--- src/rtl/input_port_buffer.sv ---
// Per-port ingress FIFO: buffers link flits first-word-fall-through until outputPort
// accepts the head (portBlock low). Arrivals while full are dropped and flagged stickily.
module input_port_buffer #(
  parameter int dataWidth = 14,
  parameter int depth     = 4,
  parameter int ptrWidth  = 2
) (
  input  logic                 clk,
  input  logic                 rst_n,
  input  logic [dataWidth-1:0] inData,
  output logic                 inReady,
  output logic [dataWidth-1:0] outData,
  input  logic                 portBlock,
  output logic [ptrWidth:0]    count,
  output logic                 overflow
);

  localparam logic [ptrWidth:0]   DEPTH_C = (ptrWidth + 1)'(depth);
  localparam logic [ptrWidth:0]   CNT_ONE = (ptrWidth + 1)'(1'b1);
  localparam logic [ptrWidth-1:0] PTR_ONE = ptrWidth'(1'b1);

  logic [dataWidth-1:0] r_mem [depth];
  logic [ptrWidth-1:0]  r_wr_ptr;
  logic [ptrWidth-1:0]  r_rd_ptr;
  logic [ptrWidth:0]    r_count;
  logic                 r_overflow;

  logic w_full;
  logic w_empty;
  logic w_valid_in;
  logic w_push;
  logic w_pop;

  // Handshake decode; inReady depends only on registered occupancy, never on portBlock.
  always_comb begin
    w_full     = (r_count == DEPTH_C);
    w_empty    = (r_count == {(ptrWidth + 1){1'b0}});
    w_valid_in = inData[dataWidth-1];
    w_push     = w_valid_in & ~w_full;
    w_pop      = ~w_empty & ~portBlock;
  end

  // Storage writes; a popped slot keeps its stale contents.
  always_ff @(posedge clk or negedge rst_n) begin
    if (!rst_n) begin
      for (int i = 0; i < depth; i++) begin
        r_mem[i] <= {dataWidth{1'b0}};
      end
    end else if (w_push) begin
      r_mem[r_wr_ptr] <= inData;
    end else begin
      r_mem[r_wr_ptr] <= r_mem[r_wr_ptr];
    end
  end

  // Pointers, occupancy and the sticky drop flag.
  always_ff @(posedge clk or negedge rst_n) begin
    if (!rst_n) begin
      r_wr_ptr   <= {ptrWidth{1'b0}};
      r_rd_ptr   <= {ptrWidth{1'b0}};
      r_count    <= {(ptrWidth + 1){1'b0}};
      r_overflow <= 1'b0;
    end else begin
      if (w_push) begin
        r_wr_ptr <= r_wr_ptr + PTR_ONE;
      end else begin
        r_wr_ptr <= r_wr_ptr;
      end
      if (w_pop) begin
        r_rd_ptr <= r_rd_ptr + PTR_ONE;
      end else begin
        r_rd_ptr <= r_rd_ptr;
      end
      case ({w_push, w_pop})
        2'b10:   r_count <= r_count + CNT_ONE;
        2'b01:   r_count <= r_count - CNT_ONE;
        default: r_count <= r_count;
      endcase
      if (w_valid_in & w_full) begin
        r_overflow <= 1'b1;
      end else begin
        r_overflow <= r_overflow;
      end
    end
  end

  // Zero-cycle head: the oldest flit is visible as soon as it is stored.
  always_comb begin
    inReady  = ~w_full;
    count    = r_count;
    overflow = r_overflow;
    if (!w_empty) begin
      outData = r_mem[r_rd_ptr];
    end else begin
      outData = {dataWidth{1'b0}};
    end
  end

endmodule
--- config.mk ---
export PLATFORM = sky130hd
export DESIGN_NAME = input_port_buffer
export DESIGN_NICKNAME = d
export VERILOG_FILES = /design/src/rtl/input_port_buffer.sv
export SDC_FILE = /design/constraint.sdc
export NUM_CORES = 1
export LEC_CHECK = 0
export ABC_AREA = 1
export CAP_MARGIN = 20
export CORE_ASPECT_RATIO = 2
export CORE_UTILIZATION = 45
export CTS_CLUSTER_SIZE = 24
export DETAILED_ROUTE_END_ITERATION = 7
export GPL_ROUTABILITY_DRIVEN = 0
export HOLD_SLACK_MARGIN = 0.1
export PLACE_DENSITY = 0.66
export RECOVER_POWER = 50
export SYNTH_ARGS = -nofsm -noshare
export SYNTH_HDL_FRONTEND = slang
export SYNTH_SLANG_ARGS = --single-unit
--- constraint.sdc ---
create_clock -name clk -period 2.27 [get_ports clk]
set_input_delay 0.3405 -clock clk [delete_from_list [all_inputs] [get_ports clk]]
set_output_delay 0.3405 -clock clk [all_outputs]
set_load 0.005 [all_outputs]
=== Word-level counts from Yosys, hierarchy flattened ===
Index checks and enable logic that the tools add are counted.

* Flip-flop bits (word level): 64
* Output and inout port bits: 19
* Logic and storage cells: 42

* Add/sub/neg operators: 4
* Magnitude comparators: 3
* Equal/unequal tests: 3
* Mux-type cells: 13
* Bitwise operators: 8
* Reductions and logical operators: 3

{| class="wikitable"
|+ Operators by type and width
! cell !! number
|-
| bitwise mux 56 bit || 2
|-
| two-way mux 14 bit || 6
|-
| binary-select mux 14 bit (select 2 bit) || 2
|-
| two-way mux 56 bit || 1
|-
| demux 14 bit (select 2 bit) || 1
|-
| greater-or-equal comparator 3 bit (second input constant) || 2
|-
| inverter 2 -> 3 bit || 2
|-
| case mux 3 bit (2 select lines) || 1
|-
| adder 2 x 1 -> 2 bit (second input constant) || 2
|-
| adder 3 x 1 -> 3 bit (second input constant) || 1
|-
| AND 1 bit || 3
|-
| equality test 3 bit (second input constant) || 1
|-
| logical NOT 3 bit || 1
|-
| less-than comparator 3 x 1 -> 1 bit (second input constant) || 1
|-
| inverter 1 bit || 3
|-
| subtractor 3 x 1 -> 3 bit (second input constant) || 1
|-
| equality test 2 x 1 -> 1 bit (second input constant) || 1
|-
| equality test 2 bit (second input constant) || 1
|-
| nonzero test 2 bit || 1
|-
| logical AND 1 bit || 1
|}

=== Longest topological paths before layout ===
Gate-level depths: netlist of the first run.

* Depth after elaboration: 7
* Gate-level depth with buffers: 10
* Depth with buffers taken out: 10

=== Worst setup path before layout of the first run ===
Ideal clock, no wire load.

* Path kind: reg-to-reg
* Start point: register r_count[0] (netlist: count[0])
* End point: register r_count[2] (netlist: count[2])
* Arrival: 1.842 ns
* Data required time: 2.139 ns
* Setup slack: 0.297 ns
* Cell stages (with the launch flop): 11
* Buffers on the path: 1
* Period minus slack after synthesis: 1.973 ns
* Path through: dfrtp_1 nor2_4 nand2_4 nand2_4 buf_8 ha_1 inv_1 fa_1 a21oi_1 o21ai_0 xor2_1

* Cells in the longest elaborated chain, start to end: 5

{| class="wikitable"
|+ Ends and longest elaborated chain
! element !! line !! RTL
|-
| from (decl) || 25 || <nowiki>logic [ptrWidth:0] r_count;</nowiki>
|-
| from (signal assigned) || 61 || <nowiki>r_count <= {(ptrWidth + 1){1'b0}};</nowiki>
|-
| from (signal assigned) || 75 || <nowiki>2'b10: r_count <= r_count + CNT_ONE;</nowiki>
|-
| from (signal assigned) || 76 || <nowiki>2'b01: r_count <= r_count - CNT_ONE;</nowiki>
|-
| equality test 3 bit / logical NOT 3 bit (equally long branches) || 36, 37 ||
|-
| inverter 1 bit (on tied branches) || 39, 40 ||
|-
| AND 1 bit (on tied branches) || 39, 40 ||
|-
| equality test 2 x 1 -> 1 bit / equality test 2 bit (equally long branches) || 74 || <nowiki>case ({w_push, w_pop})</nowiki>
|-
| case mux 3 bit (2 select lines) / nonzero test 2 bit (equally long branches) || - ||
|}

Several ways; a longest one is shown, not always the timed one.
A chain may end at the register's enable or synchronous reset.

=== Worst setup path in the final report of the first run ===
* Start point: register r_rd_ptr[0]
* End point: output outData[10]

* Cells in the longest elaborated chain, start to end: 5

{| class="wikitable"
|+ Ends and longest elaborated chain
! element !! line !! RTL
|-
| from (decl) || 24 || <nowiki>logic [ptrWidth-1:0] r_rd_ptr;</nowiki>
|-
| from (signal assigned) || 60 || <nowiki>r_rd_ptr <= {ptrWidth{1'b0}};</nowiki>
|-
| from (signal assigned) || 70 || <nowiki>r_rd_ptr <= r_rd_ptr + PTR_ONE;</nowiki>
|-
| from (signal assigned) || 72 || <nowiki>r_rd_ptr <= r_rd_ptr;</nowiki>
|-
| inverter 2 -> 3 bit (implied by the code) || 93 || <nowiki>outData = r_mem[r_rd_ptr];</nowiki>
|-
| binary-select mux 14 bit (select 2 bit) || 93 ||
|-
| two-way mux 14 bit (implied by the code) (2 in a row) || 93 ||
|-
| two-way mux 14 bit || 92 || <nowiki>if (!w_empty) begin</nowiki>
|-
| to (decl) || 12 || <nowiki>output logic [dataWidth-1:0] outData,</nowiki>
|}

Every way passes these cells. The select of a mux whose other input is x is not followed.

==> results of run 1 <==
-- routing by layer --
metal  share of wire  vias to the layer above  track usage
met3           0.047                       21       0.0401
met1            0.40                     1917        0.317
li1                -                     2012            -
met4           0.030                        0        0.106
met5               0                        -            0
met2            0.52                      134        0.435
-- sequential cells by signal, indices dropped and copies added (netlist names) --
name,cells
count,3
overflow,1
r_mem,56
r_rd_ptr,2
r_wr_ptr,2
-- critical path: stages (launching register included) --
cell and delay, ns:
dfrtp_2 0.44, inv_1 0.11, buf_4 0.19, o21ai_0 0.09
a21oi_1 0.16, clkdlybuf4s50_1 0.52
-- power breakdown --
part	total (mW)	internal, mW	switching [mW]
Sequential	2.25	1.75	0.503
Clock	1.29	0.816	0.470
Combinational	4.83	1.91	2.92
Total	8.37	4.47	3.89
-- layout make-up --
class | count | area (um2)
repair buffers | 58 | 552
well taps | 102 | 128
multi-input cells | 470 | 2090
inverters | 80 | 303
flip-flops and latches | 64 | 1600
clock buffers | 14 | 274
fillers | 919 | 4060
-- cell families (layout without fill, tap and decap cells) --
group	after synthesis	in the layout	share of synthesized area
simple gates	413	413	0.419
buf+inv	110	152	0.114
flops	64	64	0.383
compound gates	48	48	0.0583
fa+ha+maj	6	6	0.0197
xor+xnor	3	3	0.00628
-- what timing repair did --
action | 4_1_cts | 5_1_grt
hold buffers | 1 | 0
hold endpoints to repair | 64 | 0
resized for setup | 2 | 12
pin swaps | 0 | 6
setup endpoints to repair | 4 | 10
-- layout by cell type, fill, tap and decap left out, drive strengths merged --
| cell type | count |
|---|---|
| a21oi | 16 |
| a31o | 1 |
| buf | 21 |
| clkbuf | 16 |
| clkdlybuf4s50 | 27 |
| dfrtp | 64 |
| dlygate4sd3 | 2 |
| dlymetal6s2s | 6 |
| fa | 1 |
| ha | 5 |
| inv | 80 |
| nand2 | 311 |
| nand3 | 41 |
| nor2 | 61 |
| o21ai | 31 |
| xnor2 | 1 |
| xor2 | 2 |
-- worst max-delay path by stage --
stage,start,endpoint,slack [ns],cells after the start
floorplan,count[0]$_DFFE_PN0P_,count[2]$_DFFE_PN0P_,0.30,10
CTS,r_rd_ptr[0]$_DFFE_PN0P_,outData[12],0.03,6
global route,r_rd_ptr[1]$_DFFE_PN0P_,outData[0],-0.001,6
global placement,portBlock,count[2]$_DFFE_PN0P_,0.21,10
detailed placement,portBlock,count[2]$_DFFE_PN0P_,0.16,10
finish,r_rd_ptr[0]$_DFFE_PN0P_,outData[10],0.1,5
-- stage by stage --
step	hold WS, ns	std cells	total power, mW	util	worst slack [ns]
after global placement	0.389	773	6.93	0.517	0.206
after detailed placement	0.391	773	7.04	0.517	0.165
after CTS	0.478	788	8.37	0.549	0.0291
after floorplan	0.0449	644	5.33	-	0.297
after global routing	0.486	788	9.09	0.549	-0.00111
final	0.475	788	8.37	0.549	0.0992
==> results.txt, run 1 <==
The fraction of the yosys area taken by sequential cells is 0.383. STA classifies the critical path endpoint as an output port. TritonCTS built the clock tree. The repair_antennas step left the layout with diodes totalling 0.

At the worst endpoint, the required time is 1.93 ns. The min-delay analysis places its worst path in the category reg -> reg. In this run, synthesis inferred 0 flip-flops with an integrated enable. Starting density of the core: 0.464. The number of nets handed over by synthesis was 667. The worst register-to-register path has a setup slack of 0.32 ns. The run gives 7610 um as the HPWL after detailed placement. The first global-routing pass estimated 19,200 um of wire. The run gives 4660 um2 as the placed instance area. For this design the top-level I/O count stands at 36. The run gives 0 as the number of antenna violations at the first check in global routing. The number of design-rule violations left by the first detailed-router iteration is 346. The antenna violation net count after detailed routing is 0, and the vertical die dimension is 138 um. By startpoint and endpoint, the worst setup path is classified as reg -> out. Across all layers, the routed design uses 4,084 vias. The power density relative to cell area is 1690 nW/um2.

The slew at the pin closest to its max-slew limit is 0.926 ns, and the cell depth of the worst flop-to-flop path is 10. The largest area contributor in the netlist was dfrtp_1. The highest fanout seen on the critical path is 12. Across the run, the number of max-cap violations was 0. The run gives 0.256 as the total routing usage reported by global routing.

Synthesis handed over a netlist of 644 instances. The worst flop-to-flop path startpoint was count[2]$_DFFE_PN0P_. From synthesis to final layout, the design area changed by 18.4%. The highest clock rate came out at 0.461 GHz.

Before antenna repair, the detailed router went through 7 iterations. The number of register bits inferred by synthesis came out at 64. For the number of global-route vias before repair, the log shows 3,757. The launch point of the worst hold path is overflow$_DFFE_PN0P_. The run finished with clean final reports. Buffers inserted during clock tree synthesis total 9.

The tools report the hold-critical path endpoint as overflow$_DFFE_PN0P_. Ranked by instance count, the synthesized netlist is headed by nand2_1 (303), inv_1 (71), dfrtp_1 (64), nor2_1 (60), nand3_1 (32). Clock skew on the completed layout was measured at 0.00422 ns. The sink count of the clock tree was 64; the time the worst path needs with I/O delays and setup was 2.17 ns.

The run gives 9010 um2 as the core outline area. The largest net degree at the start of global routing is 65, and the depth of the worst hold-timing path is 1. The worst register-to-register path ends at count[2]$_DFFE_PN0P_. For the number of nets in the layout, the log shows 706.

The clock input transition at the sequential cells of the worst setup and hold paths is 0.05 ns. The most common cell in the synthesized netlist is nand2_1. The die boundary width works out to 70.2 um.

Clock root buffer: clkbuf_16. The share of layout cells above drive strength 1 was 0.0933; the setup TNS after final layout was 0 ns. The residual DRC count was 0.

At the later pin of the worst-skew pair, clock insertion delay measures 0.33 ns. The number of warning messages in the yosys log is 0. The H-tree was split into 3 levels. The async set or reset register ratio after synthesis works out to 1.00. Headroom to the max-slew limit: 0.382. For the area enclosed by the die boundary, the log shows 9710 um2. For this design the static power due to leakage is 2.91 nW. The number of port buffers is 35, and the maximum root-to-sink buffer count is 2. The average wire per standard cell is 15.1 um, and the count of endpoints failing hold in the final timing report is 0.

The share of Yosys cell area claimed by the top area cell type works out to 0.383. For this block, the routed nets add up to 11,900 um of wire. STA classifies the critical path startpoint as a register. After synthesis the cells add up to 4180 um2.

Setup violations remaining at the end of the flow were counted as 0. Each instance of the synthesized netlist takes up on average 6.49 um2. The run gives 0 as the count of pins over their slew limit. Finished layout cell area: 4950 um2.

STA puts the critical path data arrival time at 1.83 ns. After floorplanning, the core was divided into 49 placement rows. The most instantiated flip-flop cell in the synthesis netlist was dfrtp_1. The period utilization works out to 0.956. Summed over all layers, the global routing overflow is 0. Sorting the synthesized cells by area gives the leading types as dfrtp_1 (38%), nand2_1 (27%), inv_1 (6.4%). The average via count per standard cell was 5.18. For the count of different cell masters after synthesis, the log shows 24. Post-CTS timing repair inserted 0 buffers for setup. The run gives 0.000865 V as the peak supply drop.
Note: power is estimated with default switching activity, not from simulation.
==> run 2, diff against run 1 <==
--- a/config.mk
+++ b/config.mk
@@ -12,6 +12,7 @@
 export CTS_CLUSTER_SIZE = 24
 export DETAILED_ROUTE_END_ITERATION = 7
 export GPL_ROUTABILITY_DRIVEN = 0
+export GPL_TIMING_DRIVEN = 1
 export HOLD_SLACK_MARGIN = 0.1
 export PLACE_DENSITY = 0.66
 export RECOVER_POWER = 50
==> results of run 2 <==
The final DEF is identical to that of run 1; final timing and power are the same.
